**src/rtl/normb.sv**
```systemverilog
// normb: iterative leading-zero normalizer (binary search, one stage per cycle).
// Ports: clk, nreset (async low); in_valid/in_ready/a in; out_valid/out_ready,
//        out (a << count), count (leading zeros, saturates at DW-1), zero (a==0).
module normb #(
    parameter int DW = 32
) (
    input  logic                  clk,
    input  logic                  nreset,
    input  logic                  in_valid,
    output logic                  in_ready,
    input  logic [DW-1:0]         a,
    output logic                  out_valid,
    input  logic                  out_ready,
    output logic [DW-1:0]         out,
    output logic [$clog2(DW)-1:0] count,
    output logic                  zero
);
    localparam int LOG2 = $clog2(DW);

    typedef enum logic [1:0] {
        S_IDLE,
        S_RUN,
        S_DONE
    } state_t;

    state_t          r_state;
    state_t          w_state_nxt;
    logic [DW-1:0]   r_data;
    logic [LOG2-1:0] r_count;
    logic [LOG2-1:0] r_k;
    logic            r_zero;

    logic [LOG2:0]   w_sh;
    logic [DW-1:0]   w_mask;
    logic            w_top_zero;
    logic            w_start;

    // Stage k inspects the top 2^k bits of the working word.
    assign w_sh       = {{LOG2{1'b0}}, 1'b1} << r_k;
    assign w_mask     = ~({DW{1'b1}} >> w_sh);
    assign w_top_zero = ((r_data & w_mask) == '0);
    assign w_start    = (r_state == S_IDLE) && in_valid;

    always_ff @(posedge clk or negedge nreset) begin
        if (!nreset) begin
            r_state <= S_IDLE;
        end else begin
            r_state <= w_state_nxt;
        end
    end

    always_comb begin
        w_state_nxt = r_state;
        unique case (r_state)
            S_IDLE: if (in_valid) w_state_nxt = S_RUN;
            S_RUN:  if (r_k == '0) w_state_nxt = S_DONE;
            S_DONE: if (out_ready) w_state_nxt = S_IDLE;
            default: w_state_nxt = S_IDLE;
        endcase
    end

    always_ff @(posedge clk or negedge nreset) begin
        if (!nreset) begin
            r_data  <= '0;
            r_count <= '0;
            r_k     <= '0;
            r_zero  <= 1'b0;
        end else if (w_start) begin
            r_data  <= a;
            r_count <= '0;
            r_k     <= LOG2[LOG2-1:0] - 1'b1;
            r_zero  <= (a == '0);
        end else if (r_state == S_RUN) begin
            // An all-zero word shifts at every stage, giving count = DW-1.
            if (w_top_zero) begin
                r_data       <= r_data << w_sh;
                r_count[r_k] <= 1'b1;
            end
            r_k <= r_k - 1'b1;
        end
    end

    assign in_ready  = (r_state == S_IDLE);
    assign out_valid = (r_state == S_DONE);
    assign out       = r_data;
    assign count     = r_count;
    assign zero      = r_zero;

endmodule

```
**config.mk**
```make
export PLATFORM = sky130hd
export DESIGN_NAME = normb
export DESIGN_NICKNAME = d
export VERILOG_FILES = /design/src/rtl/normb.sv
export SDC_FILE = /design/constraint.sdc
export NUM_CORES = 1
export LEC_CHECK = 0
export CORE_ASPECT_RATIO = 2
export CORE_MARGIN = 1
export CORE_UTILIZATION = 52
export CTS_CLUSTER_DIAMETER = 40
export DETAILED_ROUTE_END_ITERATION = 10
export HOLD_SLACK_MARGIN = 0.08
export PLACE_DENSITY = 0.92
export SETUP_SLACK_MARGIN = 0.2
export SYNTH_ARGS = -nofsm -noshare
export SYNTH_HDL_FRONTEND = slang
export SYNTH_SLANG_ARGS = --single-unit
```
**constraint.sdc**
```tcl
create_clock -name clk -period 3.28 [get_ports clk]
set_input_delay 0.656 -clock clk [delete_from_list [all_inputs] [get_ports clk]]
set_output_delay 0.656 -clock clk [all_outputs]
set_load 0.05 [all_outputs]
```
==> results.py, run 1 <==
metrics = {
    "outcome": {
        "status": "complete, no violations",
    },
    "min_path": {
        "worstHoldStart": "count[1]",
        "hp-class": "register to register",
    },
    "grt": {
        "antenna_found_initial": 0,
        "grt_max_degree": 46,
        "grt_pass1_wl_um": 21260,
        "grt_pass1_vias": 3762,
        "grt.total_usage_pct": 40.71,
        "overflow": 0,
    },
    "synthesis": {
        "yosys_register_bits": 45,
        "synth_cells": 393,
        "ys_warn_count": 0,
        "synthArstFlopShare_pct": 100.0,
        "synth_ff_type": "dfrtp_1",
        "yosysSeqAreaShare_pct": 32.22,
        "postSynthAreaPerCell_sq_um": 8.892,
        "synth_edf_count": 0,
        "synth_area_sq_um": 3495,
        "syn_nets": 431,
        "synth.distinct_cells": 59,
    },
    "die": {
        "die_w_um": 59.97,
        "coreArea_sq_um": 6412,
        "rows": 41,
        "dieHeight_um": 117.9,
        "start_util_pct": 54.50,
        "dieArea_sq_um": 7072,
        "io-pin-count": 76,
    },
    "routing": {
        "wl_um": 13770,
        "num_vias": 4006,
        "routedWlPerCell_um": 24.68,
        "drt-pass1-iter-count": 5,
        "drtIter0Drc": 477,
        "drc": 0,
        "antenna_left": 0,
        "via_per_inst": 7.179,
    },
    "sta": {
        "fin_worst_skew_ns": 0.007913,
        "fin_crit_sh_pct": 86.38,
        "slew_headroom_pct": 31.32,
        "setup_viol": 0,
        "fmax_mhz": 353.0,
        "slew_violations": 0,
        "fin_tns_setup_ns": 0,
        "min_period_ns": 2.833,
        "finalHoldViolations": 0,
        "rsz0062_at_grt": "false",
        "tightest_slew_ns": 1.030,
    },
    "placed_design": {
        "routabilityCongestion": 1.016,
        "dpl.hpwl_um": 9563,
        "portBuffers": 75,
    },
    "critical_path": {
        "crit_arrival_ns": 3.01,
        "crit_slowest_cell": "or4b_1",
        "startpoint": "r_k[4]",
        "cp_max_fo": 7,
        "critPathLaunchType": "register",
        "cp_slowest_stage_delay_ns": 0.59,
        "r2r_slack_ns": 0.45,
        "crit_required_ns": 3.45,
        "end_kind": "register",
        "path_class": "register to register",
        "cp_cell_sequence": "or4b_1 > o311a_1 > a2111oi_4 > nor3_2 > or2_0 > o221a_1",
        "rr_startpoint": "r_k[4]",
    },
    "cts": {
        "ctsResizeCount": 0,
        "cts_max_level": 2,
        "cts_buffers": 5,
        "cts_hold_buf": 0,
        "clkTransAtPathRegs_ns": 0.06,
        "cts.sinks": 45,
        "post_cts_buffers": 0,
        "root_buffer": "clkbuf_16",
        "cts_tree": "done",
        "cts_max_path_buffers": 2,
        "clk_latency_ns": 0.29,
    },
    "finish": {
        "final_common_cell": "clkdlybuf4s50_1",
        "drive_above_1_share_pct": 14.83,
        "final_cell_mix": "74 x clkdlybuf4s50_1, 44 x dfrtp_1, 37 x nor2_1",
        "antenna_cells": 0,
        "area_delta_synth_final_pct": 32.26,
        "nNetsFinal": 509,
    },
    "run": {
        "maxCapViolCount": 0,
    },
}
-- metal layers --
layer,global-route usage [%],part of all wire (%)
met1,48.73,33
met4,28.05,7.6
met3,8.242,10
met2,62.78,49
met5,0,0
-- path summary, 6_finish.rpt --
kind / end / cells after the start
worst min register to register: count[1] / 2
min in group asynchronous: count[2] / 1
worst max-delay path: out[26] / 6
worst min-delay path: count[1] / 2
max in group asynchronous: r_k[0] / 1
worst max register to register: out[26] / 6
-- logic make-up (layout without fill, tap and decap cells) --
group,after synthesis,count (layout),synth area share (%)
mux,42,42,15.90
fa+ha+maj,2,2,0.7160
buf+inv,38,117,4.332
xor+xnor,1,1,0.2507
simple gates,147,147,21.20
flops,45,45,32.22
compound gates,118,118,25.39
-- flip-flops by register name, indices dropped and copies added, names as in the netlist --
register  count
zero          1
r_state       2
r_k           5
out          32
count         5
-- Yosys cell counts, drive strengths merged, types with 2 or more instances --
cell / n / share of area [%]
nand2: 32 / 3.4
clkinv: 2 / 0.21
buf: 10 / 1.3
dfrtp: 45 / 32
nand3: 13 / 1.9
clkbuf: 25 / 2.7
or4: 2 / 0.43
mux2: 8 / 2.6
nand4: 4 / 0.72
o31ai: 4 / 0.86
a211oi: 18 / 3.9
nor2b: 2 / 0.36
o311ai: 2 / 0.50
mux4: 10 / 6.4
and2: 4 / 0.72
or3: 8 / 1.4
o221a: 6 / 1.9
o2bb2ai: 2 / 0.50
a221o: 15 / 4.3
nor4: 13 / 2.3
nor4b: 2 / 0.68
o22ai: 3 / 0.54
a21oi: 13 / 1.9
a31o: 2 / 0.50
nor2: 38 / 4.2
o211ai: 8 / 1.7
a31oi: 7 / 1.3
ha: 2 / 0.72
and3: 4 / 0.72
nor3: 14 / 2.0
o21a: 2 / 0.43
o21ai: 24 / 3.4
a2bb2oi: 2 / 0.50
nand2b: 4 / 0.72
mux2i: 24 / 6.9
-- worst max-delay path: cells and delay by family, from the launching register on --
| kind | cells | cell delay, ns |
|---|---|---|
| flops | 1 | 0.38 |
| compound gates | 3 | 1.15 |
| simple gates | 3 | 1.18 |
-- layout make-up --
cell class / count / area, sq um
clock buffers: 6 / 138.9
well taps: 86 / 107.6
repair buffers: 106 / 978.4
flip-flops and latches: 45 / 1127
multi-input cells: 310 / 2245
inverters: 3 / 11.26
fillers: 521 / 1790
clock inverters: 2 / 13.76
-- metrics by stage --
step	util (%)	worst slack, ns	std cells	hold slack (ns)	area [sq um]
floorplan	-	0.7629	393	0.3604	3495
global placement	69.70	0.5783	550	0.4822	4469
detailed placement	69.70	0.4862	550	0.4902	4469
CTS	72.08	0.4677	558	0.5142	4622
global route	72.08	0.3310	558	0.5300	4622
finish	72.08	0.4468	558	0.5136	4622
Power of run 1 is not shown: default switching activity piles up to over one toggle a cycle in this logic, so the estimate is an artifact.
==> inputs of run 2 (changes only) <==
--- a/config.mk
+++ b/config.mk
@@ -6,8 +6,9 @@
 export NUM_CORES = 1
 export LEC_CHECK = 0
 export CORE_ASPECT_RATIO = 2
-export CORE_MARGIN = 1
+export CORE_MARGIN = 3
 export CORE_UTILIZATION = 52
+export CTS_BUF_LIST = sky130_fd_sc_hd__clkbuf_8 sky130_fd_sc_hd__clkbuf_16
 export CTS_CLUSTER_DIAMETER = 40
 export DETAILED_ROUTE_END_ITERATION = 10
 export HOLD_SLACK_MARGIN = 0.08
==> results.py, run 2 (synthesis results as in run 1) <==
metrics = {
    "finish": {
        "nNetsFinal": 509,
        "final_core_util_pct": 72.64,
        "final_common_cell": "clkdlybuf4s50_1",
        "final_cell_mix": "74 x clkdlybuf4s50_1, 44 x dfrtp_1, 37 x nor2_1",
        "drive_above_1_share_pct": 14.83,
        "fillers": 494,
        "largest_reg_flops": 32,
        "area_delta_synth_final_pct": 33.30,
        "antenna_cells": 0,
        "stdcell_count": 558,
    },
    "run": {
        "maxCapViolCount": 0,
    },
    "critical_path": {
        "rr_startpoint": "r_k[4]",
        "cp_max_fo": 12,
        "startpoint": "r_k[4]",
        "cp_top_family": "compound AO/OA/AOI/OAI gates",
        "crit_slowest_cell": "or4b_1",
        "critPathBufInv": 1,
        "cp_cell_sequence": "or4b_1 > o311a_1 > a2111oi_4 > nor3_4 > buf_4 > and3_1 > a221o_1",
        "crit_arrival_ns": 3.13,
        "crit_required_ns": 3.46,
        "end_kind": "register",
        "cp_slowest_stage_delay_ns": 0.65,
        "critPathLaunchType": "register",
        "path_class": "register to register",
    },
    "cts": {
        "cts_tree": "done",
        "cts_max_path_buffers": 2,
        "cts_max_level": 2,
        "root_buffer": "clkbuf_16",
        "cts_buffers": 5,
        "cts_hold_buf": 0,
        "ctsResizeCount": 0,
        "clk_latency_ns": 0.29,
        "post_cts_buffers": 0,
        "cts.sinks": 45,
        "clkTransAtPathRegs_ns": 0.06,
    },
    "routing": {
        "top_layer_used": "met4",
        "wl_met1_um": 4321,
        "routedWlPerCell_um": 24.24,
        "antenna_left": 0,
        "met3_wirelength_um": 1481,
        "drc": 0,
        "drt-pass1-iter-count": 5,
        "via_per_inst": 7.149,
        "wl_um": 13530,
        "drtIter0Drc": 539,
        "num_vias": 3989,
        "met2_length_um": 6758,
    },
    "sta": {
        "tightest_slew_ns": 1.027,
        "setup_viol": 0,
        "finalHoldViolations": 0,
        "fin_tns_setup_ns": 0,
        "slew_violations": 0,
        "fin_crit_sh_pct": 89.89,
        "fin_worst_skew_ns": 0.005489,
        "fmax_mhz": 339.2,
        "rsz0062_at_grt": "false",
        "slew_headroom_pct": 31.55,
        "min_period_ns": 2.948,
    },
    "pwr": {
        "cellPowerDensity_nw_per_um2": 1356,
        "p_comb_share_pct": 71.4,
        "power.leakage_uw": 0.001770,
        "swShare_pct": 53.28,
        "cell_internal_pwr_uw": 2951,
        "seq_power_share_pct": 19.2,
        "power.net_switching_uw": 3366,
        "vdd_drop_max_uv": 855.2,
        "clockPowerShare_pct": 9.4,
    },
    "grt": {
        "grt.total_usage_pct": 35.93,
        "overflow": 0,
        "grt_max_degree": 46,
        "grt_pass1_vias": 3913,
        "antenna_found_initial": 0,
        "grt_pass1_wl_um": 21390,
    },
    "die": {
        "dieArea_sq_um": 7800,
        "io-pin-count": 76,
        "dieHeight_um": 121.9,
        "coreArea_sq_um": 6412,
        "rows": 41,
        "die_w_um": 63.97,
        "start_util_pct": 54.50,
    },
    "placed_design": {
        "portBuffers": 75,
        "dp_cells": 550,
        "dpl.hpwl_um": 9666,
        "routabilityCongestion": 0.9691,
    },
    "min_path": {
        "worstHoldStart": "count[0]",
        "hp-class": "register to register",
    },
    "outcome": {
        "status": "complete, no violations",
    },
}
[run 2: changes by cell type in the layout (fill, tap and decap cells not counted), sizes merged]
cell,change
clkinv,-2
bufinv,+1
inv,+1
[run 2: per-stage QoR]
| step | cell area (sq um) | setup WS, ns | total power [uW] | hold WS (ns) |
|---|---|---|---|---|
| final | 4658 | 0.3317 | 6317 | 0.5106 |
| after CTS | 4642 | 0.2145 | 6161 | 0.5181 |
| after global placement | 4469 | 0.3349 | 5472 | 0.4735 |
| after detailed placement | 4469 | 0.2375 | 5551 | 0.4993 |
| after floorplan | 3495 | 0.7629 | 4082 | 0.3604 |
| after global routing | 4658 | 0.2391 | 6620 | 0.5365 |
[run 2: metal layers]
| metal | vias up | global-route usage (%) |
|---|---|---|
| met5 | - | 0 |
| met4 | 0 | 23.55 |
| met3 | 86 | 6.734 |
| met2 | 313 | 59.36 |
| met1 | 1893 | 41.76 |
| li1 | 1697 | - |
[run 2: cell type report]
class | instances | area [sq um] | area share (%)
Clock buffer | 6 | 138.9 | 2.981
Clock inverter | 2 | 33.78 | 0.7252
Inverter | 3 | 11.26 | 0.2417
Multi-Input combinational cell | 310 | 2261 | 48.54
Sequential cell | 45 | 1127 | 24.20
Tap cell | 86 | 107.6 | 2.310
Timing Repair Buffer | 106 | 978.4 | 21.00
[run 2: path summary, 6_finish.rpt]
check | to | slack, ns | cells past startpoint
hold reg to reg | count[0] | 0.51 | 1
setup / recovery | out[23] | 0.33 | 7
max in group asynchronous | r_k[0] | 2.04 | 1
min in group asynchronous | count[3] | 0.55 | 1
setup reg to reg | out[23] | 0.33 | 7
hold / removal | count[0] | 0.51 | 1
[run 2: power by group through the flow]
stage               Combinational, uW  Clock, uW  Sequential, uW
floorplan                        2220          0            1860
global placement                 4290          0            1190
detailed placement               4360          0            1190
CTS                              4380        593            1180
global route                     4770        613            1230
finish                           4510        594            1210
Note: power is estimated with default switching activity, not from simulation.
